--- src/rtl/fib_sequencer.sv ---
// ============================================================================
// fib_sequencer: drives the ALU with ADD/A/B and emits Fibonacci terms
// over a valid/ready handshake.  Rev 1.0
// ============================================================================
`default_nettype none

module fib_sequencer #(
  parameter int               WIDTH    = 8,
  parameter int               OP_W     = 3,
  parameter logic [OP_W-1:0]  ADD_CODE = 3'd4,
  parameter int               CNT_W    = 5
) (
  input  logic             clk,
  input  logic             rst,
  input  logic             start,
  input  logic [WIDTH-1:0] f0,
  input  logic [WIDTH-1:0] f1,
  input  logic [CNT_W-1:0] len,
  output logic [OP_W-1:0]  alu_op,
  output logic [WIDTH-1:0] alu_a,
  output logic [WIDTH-1:0] alu_b,
  input  logic [WIDTH-1:0] alu_c,
  output logic             term_valid,
  input  logic             term_ready,
  output logic [WIDTH-1:0] term_data,
  output logic [CNT_W-1:0] term_idx,
  output logic             busy,
  output logic             done,
  output logic             ovf
);

  localparam logic [CNT_W-1:0] c_one = {{(CNT_W-1){1'b0}}, 1'b1};

  typedef enum logic [1:0] {
    IDLE = 2'd0,
    EMIT = 2'd1,
    CALC = 2'd2,
    DONE = 2'd3
  } state_t;

  state_t           r_state;
  state_t           w_state_next;
  logic [WIDTH-1:0] r_a;
  logic [WIDTH-1:0] r_b;
  logic [CNT_W-1:0] r_idx;
  logic [CNT_W-1:0] r_cnt;
  logic             r_ovf;
  logic             w_last;

  assign w_last = (r_idx == (r_cnt - c_one));

  always_comb begin
    w_state_next = r_state;
    case (r_state)
      IDLE: begin
        if (start) begin
          w_state_next = (len != '0) ? EMIT : DONE;
        end
      end
      EMIT: begin
        if (term_ready) begin
          w_state_next = w_last ? DONE : CALC;
        end
      end
      CALC:    w_state_next = EMIT;
      DONE:    w_state_next = IDLE;
      default: w_state_next = IDLE;
    endcase
  end

  always_ff @(posedge clk or posedge rst) begin
    if (rst) begin
      r_state <= IDLE;
      r_a     <= '0;
      r_b     <= '0;
      r_idx   <= '0;
      r_cnt   <= '0;
      r_ovf   <= 1'b0;
    end else begin
      r_state <= w_state_next;
      case (r_state)
        IDLE: begin
          if (start) begin
            r_ovf <= 1'b0;
            if (len != '0) begin
              r_a   <= f0;
              r_b   <= f1;
              r_cnt <= len;
              r_idx <= '0;
            end
          end
        end
        CALC: begin
          r_a   <= r_b;
          r_b   <= alu_c;
          r_idx <= r_idx + c_one;
          // A smaller sum means the addition wrapped past 2^WIDTH.
          if (alu_c < r_b) begin
            r_ovf <= 1'b1;
          end
        end
        default: ;
      endcase
    end
  end

  assign alu_op     = ADD_CODE;
  assign alu_a      = r_a;
  assign alu_b      = r_b;
  assign term_valid = (r_state == EMIT);
  assign term_data  = r_a;
  assign term_idx   = r_idx;
  assign busy       = (r_state == EMIT) || (r_state == CALC);
  assign done       = (r_state == DONE);
  assign ovf        = r_ovf;

endmodule

`default_nettype wire
--- config.mk ---
export PLATFORM = sky130hd
export DESIGN_NAME = fib_sequencer
export DESIGN_NICKNAME = d
export VERILOG_FILES = /design/src/rtl/fib_sequencer.sv
export SDC_FILE = /design/constraint.sdc
export NUM_CORES = 1
export LEC_CHECK = 0
export ABC_AREA = 0
export BUFFER_PORTS_ARGS = -buffer_cell sky130_fd_sc_hd__buf_2
export CAP_MARGIN = 10
export CORE_AREA = 2 2 63 65
export CTS_BUF_LIST = sky130_fd_sc_hd__clkbuf_4 sky130_fd_sc_hd__clkbuf_8 sky130_fd_sc_hd__clkbuf_16
export DETAILED_ROUTE_END_ITERATION = 7
export DIE_AREA = 0 0 65 67
export PLACE_DENSITY = 0.8
export REMOVE_ABC_BUFFERS = 1
export SLEW_MARGIN = 30
export SYNTH_ARGS = -nofsm -noshare
export SYNTH_HDL_FRONTEND = slang
export SYNTH_SLANG_ARGS = --single-unit
--- constraint.sdc ---
create_clock -name clk -period 4.15 [get_ports clk]
set_input_delay 0.83 -clock clk [delete_from_list [all_inputs] [get_ports clk]]
set_output_delay 0.83 -clock clk [all_outputs]
set_load 0.01 [all_outputs]
==> results of run 1 <==
layer usage:
| layer | vias to the layer above | GRT usage, % | part of all wire, % |
|---|---|---|---|
| met5 | - | 0 | 0 |
| met1 | 680 | 23.8 | 43 |
| met3 | 8 | 6.25 | 7.0 |
| met4 | 0 | 6.38 | 1.5 |
| met2 | 52 | 33.4 | 48 |
| li1 | 715 | - | - |
cells by family after synthesis:
| logic type | count (synthesis) | share of synthesized area (%) |
|---|---|---|
| AO/OA/AOI/OAI | 29 | 11.3 |
| flip-flops | 29 | 38.1 |
| other | 2 | 0.394 |
| XOR/XNOR | 6 | 2.76 |
| multiplexers | 39 | 22.3 |
| adder cells (fa/ha/maj) | 13 | 8.54 |
| buffers and inverters | 31 | 8.80 |
| AND/OR/NAND/NOR | 25 | 7.75 |
cell usage after synthesis, types with 2 or more instances:
| cell | count | area share, % |
|---|---|---|
| xnor2_1 | 3 | 1.4 |
| conb_1 | 2 | 0.39 |
| buf_4 | 11 | 4.3 |
| nand3b_1 | 2 | 0.79 |
| o21ai_0 | 4 | 1.1 |
| a211oi_1 | 3 | 1.2 |
| clkbuf_1 | 2 | 0.39 |
| a21boi_0 | 2 | 0.79 |
| nand3_1 | 4 | 1.1 |
| o21bai_1 | 2 | 0.79 |
| inv_1 | 14 | 2.8 |
| a21oi_1 | 5 | 1.3 |
| nor2_1 | 5 | 0.99 |
| xor2_1 | 3 | 1.4 |
| nand2b_1 | 4 | 1.3 |
| mux2_2 | 20 | 12 |
| nand2_1 | 3 | 0.59 |
| a32o_1 | 2 | 1.1 |
| ha_1 | 13 | 8.5 |
| buf_2 | 2 | 0.53 |
| mux2_4 | 2 | 1.6 |
| nor2b_1 | 2 | 0.66 |
| a21o_1 | 2 | 0.79 |
| mux2i_1 | 17 | 8.9 |
| dfrtp_1 | 29 | 38 |
area by class of cell:
type | instances | area (um^2)
sequential | 29 | 726
inverter | 14 | 52.6
fill | 304 | 1290
clock inverter | 3 | 65.1
clock buffer | 5 | 68.8
multi-input combinational | 115 | 1010
timing repair buffer | 66 | 333
tap | 48 | 60.1
final timing paths:
kind | from | end | cells after the start
hold reg to reg | alu_a[6] | alu_a[6] | 1
setup reg to reg | r_state[0] | alu_a[6] | 5
max in group asynchronous | rst | r_cnt[2] | 2
min in group asynchronous | rst | term_idx[1] | 2
setup / recovery | len[0] | alu_b[0] | 5
hold / removal | alu_a[6] | alu_a[6] | 1
power groups by stage:
| stage | sequential (W) | combinational [W] | clock (W) |
|---|---|---|---|
| detailed placement | 0.000547 | 0.000938 | 0 |
| global route | 0.000566 | 0.00103 | 0.000370 |
| CTS | 0.000545 | 0.000947 | 0.000353 |
| global placement | 0.000543 | 0.000913 | 0 |
| floorplan | 0.000593 | 0.000593 | 0 |
| finish | 0.000544 | 0.000935 | 0.000348 |
through the flow:
step | instance area [um^2] | util (%) | total power (W) | hold WS [ps]
3_3_place_gp | 2190 | 60.6 | 0.00146 | 510
4_1_cts | 2320 | 64.3 | 0.00184 | 536
5_1_grt | 2320 | 64.3 | 0.00197 | 550
3_5_place_dp | 2190 | 60.6 | 0.00149 | 514
2_1_floorplan | 1790 | - | 0.00119 | 500
6_report | 2320 | 64.3 | 0.00183 | 531
layout by cell type (no fill, tap or decap), types with 2 or more instances in the layout:
cell type,count
nand2b_1,4
ha_1,13
o21bai_1,2
bufinv_16,2
conb_1,3
nand3_1,4
dfrtp_1,29
a211oi_1,3
xor2_1,3
a32o_1,2
nor2b_1,2
a21o_1,2
inv_1,13
nand2_1,3
mux2_4,2
a21boi_0,2
a21oi_1,5
buf_2,65
nand3b_1,2
xnor2_1,3
nor2_1,5
mux2_2,20
mux2i_1,17
clkbuf_8,5
o21ai_0,4
sequential cells by signal, indices dropped and copies added (netlist names):
name / count
alu_a: 8
alu_b: 8
ovf: 1
r_cnt: 5
r_state: 2
term_idx: 5
==> results.ini, run 1 <==
[detailed_routing]
dr.pass1.iters = 4
drc = 0
ant_nets = 0
drt_iter0_drc = 34
drt_wl_total_mm = 3.84
wl_per_cell_um = 13.7
vias = 1455
via_per_inst = 5.20

[timing]
fmax_mhz = 421
layout_min_cycle_time_ps = 2380
tightest_slew_ps = 600
setup_tns_ps = 0
fin_skew_ps = 6.73
fin_crit_sh_pct = 57.2
maxSlewViolCount = 0
setup_viol_count_final = 0
final_hold_viol_count = 0
rsz0062_at_grt = no
maxSlewHeadroom_pct = 60.0
setup_slack_ps = 1770

[clocking]
ctsHoldBuffers = 0
cts_buffers = 5
cts_tree = done
clk_latency_ps = 280
h-tree-depth = 2
cts-resized-gates = 0
clk_pin_slew_worst_paths_ps = 60
clock-sinks = 29
post-cts-setup-buffer-count = 0
clock_path_buffers = 2
ctsRootBufferMaster = clkbuf_8

[die]
io_pins = 69
core_um2 = 3610
chipWidth_um = 65
die_y_um = 67
dieArea_um2 = 4360
rows = 22
start_util_pct = 52.8

[logic_synthesis]
syn_area_um2 = 1900
synth_edf_count = 0
ys_warn_count = 0
ys.flop_type = dfrtp_1
yosys_register_bits = 29
synth_area_per_cell_um2 = 10.9
ys_types = 41
synth_cells = 174
async_flop_share_pct = 100
yosysSeqAreaShare_pct = 38.1

[placement]
gp_congestion = 0.744
dp_hpwl_mm = 2.83
port_buffers = 65
placed_cells_incl_taps = 272
dp_slack_ps = 1480

[worst_setup_path]
required_ps = 4320
end_kind = register
critical_path_class = input port to register
worstPathCellList = buf_2 -> or4_4 -> o211ai_4 -> nand2_4 -> mux2_4
worst-path-buf-inv = 1
critical-path-top-delay-family = simple AND/OR/NAND/NOR gates
critPathMaxFanout = 18
cpMaxStageDelayCell = or4_4
critPathArrivalTime_ps = 2540
critPathMaxStageDelay_ps = 550
rrSetupSlack_ps = 2080
start_kind = input port

[power]
swShare_pct = 38.7
p_comb_share_pct = 51.2
p_int_w = 0.00112
leakagePower_nw = 1.17
powerDensity_nw_per_um2 = 788
p_clk_share_pct = 19.0
power.switching_w = 0.000706
pwr-share-seq_pct = 29.8
irDropWorstVdd_uv = 386

[layout]
final_nets = 277
area_delta_synth_final_pct = 21.8
diodes = 0
drive_gt1_share_pct = 43.5
fin_cells = 280

[grt]
gr-total-overflow = 0
grt.total_usage_pct = 19.7
grt_pass1_vias = 1470
grt_max_degree = 30
antenna_found_initial = 0
grt_first_pass_wirelength_mm = 6.53

[min_path]
min_path_type = register to register

[run_status]
status = complete, no violations

[job]
maxCapViolCount = 0

Power figures use the tool's default switching activity.
==> run 2, diff against run 1 <==
Settings changed: CORE_AREA 2 2 63 65 to 2 2 69 71, DIE_AREA 0 0 65 67 to 0 0 71 73, PLACE_DENSITY 0.8 to 0.71.
Clock period 4.15 ns to 1.9 ns, I/O delays scaled along.
==> results.ini, run 2 (synthesized netlist as in run 1, its figures left out) <==
[worst_setup_path]
cpMaxStageDelayCell = dfrtp_1
critPathMaxFanout = 18
rrSetupSlack_ps = 170
critPathMaxStageDelay_ps = 420
r2r-end = alu_a[3]
start_kind = register
critical-path-top-delay-family = simple AND/OR/NAND/NOR gates
worstPathCellList = inv_1 -> ha_1 -> nand2b_2 -> nand2_8 -> mux2_2
critPathArrivalTime_ps = 1900
worst-path-buf-inv = 1
ff2ff_path_depth = 5
worstReg2RegStart = r_state[1]
critical_path_class = register to register
end_kind = register
required_ps = 2070

[clocking]
clock-sinks = 29
clk_pin_slew_worst_paths_ps = 60
cts-resized-gates = 0
ctsHoldBuffers = 0
ctsRootBufferMaster = clkbuf_8
clk_latency_ps = 280
post-cts-setup-buffer-count = 0
h-tree-depth = 2
clock_path_buffers = 2
cts_buffers = 5
cts_tree = done

[die]
start_util_pct = 42.0
dieArea_um2 = 5180
core_um2 = 4540
rows = 25
die_y_um = 73
chipWidth_um = 71
io_pins = 69

[grt]
grt.total_usage_pct = 16.1
grt_max_degree = 30
grt_pass1_vias = 1425
antenna_found_initial = 0
gr-total-overflow = 0
grt_first_pass_wirelength_mm = 6.47

[timing]
fin_skew_ps = 3.41
final_hold_viol_count = 0
fmax_mhz = 577
setup_slack_ps = 168
layout_min_cycle_time_ps = 1730
rsz0062_at_grt = no
fin_crit_sh_pct = 91.2
setup_viol_count_final = 0
maxSlewViolCount = 0
whs_ps = 155

[detailed_routing]
ant_nets = 0
via_per_inst = 5.11
drt_wl_total_mm = 3.86
drt_iter0_drc = 65
wl_per_cell_um = 13.2
vias = 1497
dr.pass1.iters = 4
drc = 0

[layout]
multi_input_area_um2 = 1030
area_delta_synth_final_pct = 23.1
final_nets = 284
ff_latch_area_um2 = 726
nFillCells = 438
drive_gt1_share_pct = 45.2
finalInstanceArea_um2 = 2340
layout_common_cells = buf_2 (65), dfrtp_1 (29), mux2_2 (20)
fin_cells = 293
diodes = 0
final_common_cell = buf_2

[power]
irDropWorstVdd_uv = 816
leakagePower_nw = 1.18
total_power_w = 0.00382
powerDensity_nw_per_um2 = 1630

[placement]
placed_cells_incl_taps = 285
dp_hpwl_mm = 2.95
port_buffers = 65
dp_slack_ps = -69.7
place_area_um2 = 2250
gp_congestion = 0.807

[run_status]
status = complete, no violations

[job]
maxCapViolCount = 0

[min_path]
min_path_type = input port to async pin

## run 2: routing by layer
metal | up-vias | share of wire, % | global-route usage [%]
met2 | 44 | 50 | 26.3
met1 | 715 | 42 | 19.9
met3 | 11 | 5.2 | 4.83
met5 | - | 0 | 0
met4 | 0 | 2.8 | 7.13
li1 | 727 | - | -
## run 2: stage by stage
step | util (%) | TNS [ps]
2_1_floorplan | - | -4250
3_3_place_gp | 49.5 | -304
3_5_place_dp | 49.5 | -537
4_1_cts | 51.4 | 0
5_1_grt | 51.7 | 0
6_report | 51.7 | 0
## run 2: final cells by class
class                      instances  share of cell area (%)
multi-input combinational        115                    43.8
sequential                        29                    31.0
timing repair buffer              73                    16.4
clock buffer                       6                    3.26
tap                               54                    2.88
inverter                          14                    2.24
clock inverter                     2                   0.427
## run 2: how the worst max path moves through the flow
stage,start,to,slack (ps),cells after the start
finish,r_state[1],alu_a[3],170,5
detailed placement,len[0],alu_a[0],-70,5
floorplan,r_state[0],alu_a[1],-320,5
global route,r_state[1],alu_a[4],60,5
global placement,len[0],alu_a[0],-50,5
CTS,r_state[1],alu_a[5],40,5
## run 2: power breakdown
part / internal [W] / leakage (nW) / switching, W
Combinational: 0.00109 / 0.782 / 0.00106
Clock: 0.000267 / 0.0484 / 0.000229
Sequential: 0.000914 / 0.353 / 0.000265
## run 2: worst reg2reg max path: stages (launching register included)
cell	delay, ps
dfrtp_1	420
inv_1	90
ha_1	260
nand2b_2	290
nand2_8	210
mux2_2	360
==> run 3, diff against run 2 <==
Settings changed: RECOVER_POWER set to 25.
==> results.ini, run 3 (synthesized netlist as in run 1, its figures left out) <==
[clocking]
post-cts-setup-buffer-count = 0
ctsHoldBuffers = 0
h-tree-depth = 2
cts_tree = done
cts-resized-gates = 0
cts_buffers = 5
ctsRootBufferMaster = clkbuf_8
clock_path_buffers = 2
clock-sinks = 29
clk_pin_slew_worst_paths_ps = 60
clk_latency_ps = 280

[worst_setup_path]
cp.depth = 5
end_kind = register
worstReg2RegStart = r_state[1]
worstSetupStartpoint = r_state[1]
critical_path_class = register to register
worst-path-buf-inv = 1
rrSetupSlack_ps = 170
start_kind = register
worstPathCellList = inv_1 -> ha_1 -> nand2b_2 -> nand2_8 -> mux2_2
ff2ff_path_depth = 5
required_ps = 2070
critPathMaxStageDelay_ps = 420
cpMaxStageDelayCell = dfrtp_1
cp-endpoint = alu_a[3]
critPathMaxFanout = 18
r2r-end = alu_a[3]
critical-path-top-delay-family = simple AND/OR/NAND/NOR gates
critPathArrivalTime_ps = 1900

[grt]
grt_pass1_vias = 1425
grt.total_usage_pct = 16.1
grt_max_degree = 30
antenna_found_initial = 0
gr-total-overflow = 0
grt_first_pass_wirelength_mm = 6.47

[job]
maxCapViolCount = 0

[placement]
port_buffers = 65
placed_cells_incl_taps = 285
gp_congestion = 0.807
place_area_um2 = 2250
dp_hpwl_mm = 2.95

[timing]
final_hold_viol_count = 0
whs_ps = 289
tightest_slew_ps = 731
setup_tns_ps = 0
maxSlewViolCount = 0
maxSlewHeadroom_pct = 51.3
fmax_mhz = 577
rsz0062_at_grt = no
fin_skew_ps = 3.41
fin_crit_sh_pct = 91.2
setup_viol_count_final = 0
layout_min_cycle_time_ps = 1730

[layout]
final_common_cell = buf_2
layout_common_cells = buf_2 (65), dfrtp_1 (29), mux2_2 (20)
fin_cells = 293
multi_input_area_um2 = 1030
final_nets = 284
finalInstanceArea_um2 = 2340
area_delta_synth_final_pct = 22.9
drive_gt1_share_pct = 45.2
nFillCells = 437
ff_latch_area_um2 = 726
diodes = 0

[die]
io_pins = 69
rows = 25
die_y_um = 73
core_um2 = 4540
chipWidth_um = 71
start_util_pct = 42.0
dieArea_um2 = 5180

[min_path]
min_path_type = input port to async pin

[detailed_routing]
via_per_inst = 5.11
dr.pass1.iters = 4
drt_iter0_drc = 65
wl_per_cell_um = 13.2
drc = 0
vias = 1497
drt_wl_total_mm = 3.86
ant_nets = 0

[power]
leakagePower_nw = 1.18
powerDensity_nw_per_um2 = 1630
total_power_w = 0.00382
irDropWorstVdd_uv = 816

[run_status]
status = complete, no violations

## run 3: cell count changes in the layout (fill, tap and decap cells not counted)
| cell | before | now |
|---|---|---|
| clkbuf_2 | 0 | 1 |
| buf_4 | 8 | 7 |
## run 3: how the worst min path moves through the flow
stage / from / to / slack, ps / cells after the start
floorplan: rst / alu_a[0] / 460 / 1
global placement: rst / alu_b[2] / 470 / 3
detailed placement: rst / alu_b[2] / 470 / 3
CTS: rst / alu_a[2] / 160 / 3
global route: len[4] / r_cnt[4] / 340 / 2
finish: rst / alu_b[2] / 290 / 3
## run 3: final cells by class
class / instances / share of cell area (%)
inverter: 14 / 2.24
clock buffer: 6 / 3.26
sequential: 29 / 31.0
multi-input combinational: 115 / 43.8
timing repair buffer: 73 / 16.4
tap: 54 / 2.89
clock inverter: 2 / 0.428
## run 3: metal layers
metal | track usage (%) | vias to the layer above | routed length, um
met5 | 0 | - | 0
met1 | 19.9 | 715 | 1630
met2 | 26.3 | 44 | 1920
met4 | 7.13 | 0 | 109
li1 | - | 727 | -
met3 | 4.83 | 11 | 200
## run 3: power breakdown
group	switching, W	internal, W
logic	0.00106	0.00109
registers	0.000265	0.000914
clock network	0.000229	0.000267
total	0.00155	0.00227
## run 3: through the flow
stage                     setup slack [ps]  util (%)
after global placement               -49.1      49.5
after CTS                             42.4      51.4
after global routing                  57.9      51.6
final                                  168      51.6
after detailed placement             -69.7      49.5
after floorplan                       -324         -
## run 3: tightest hold or removal path, cell delays in order
cell and delay [ps]:
buf_2 90, inv_1 40, clkbuf_2 570
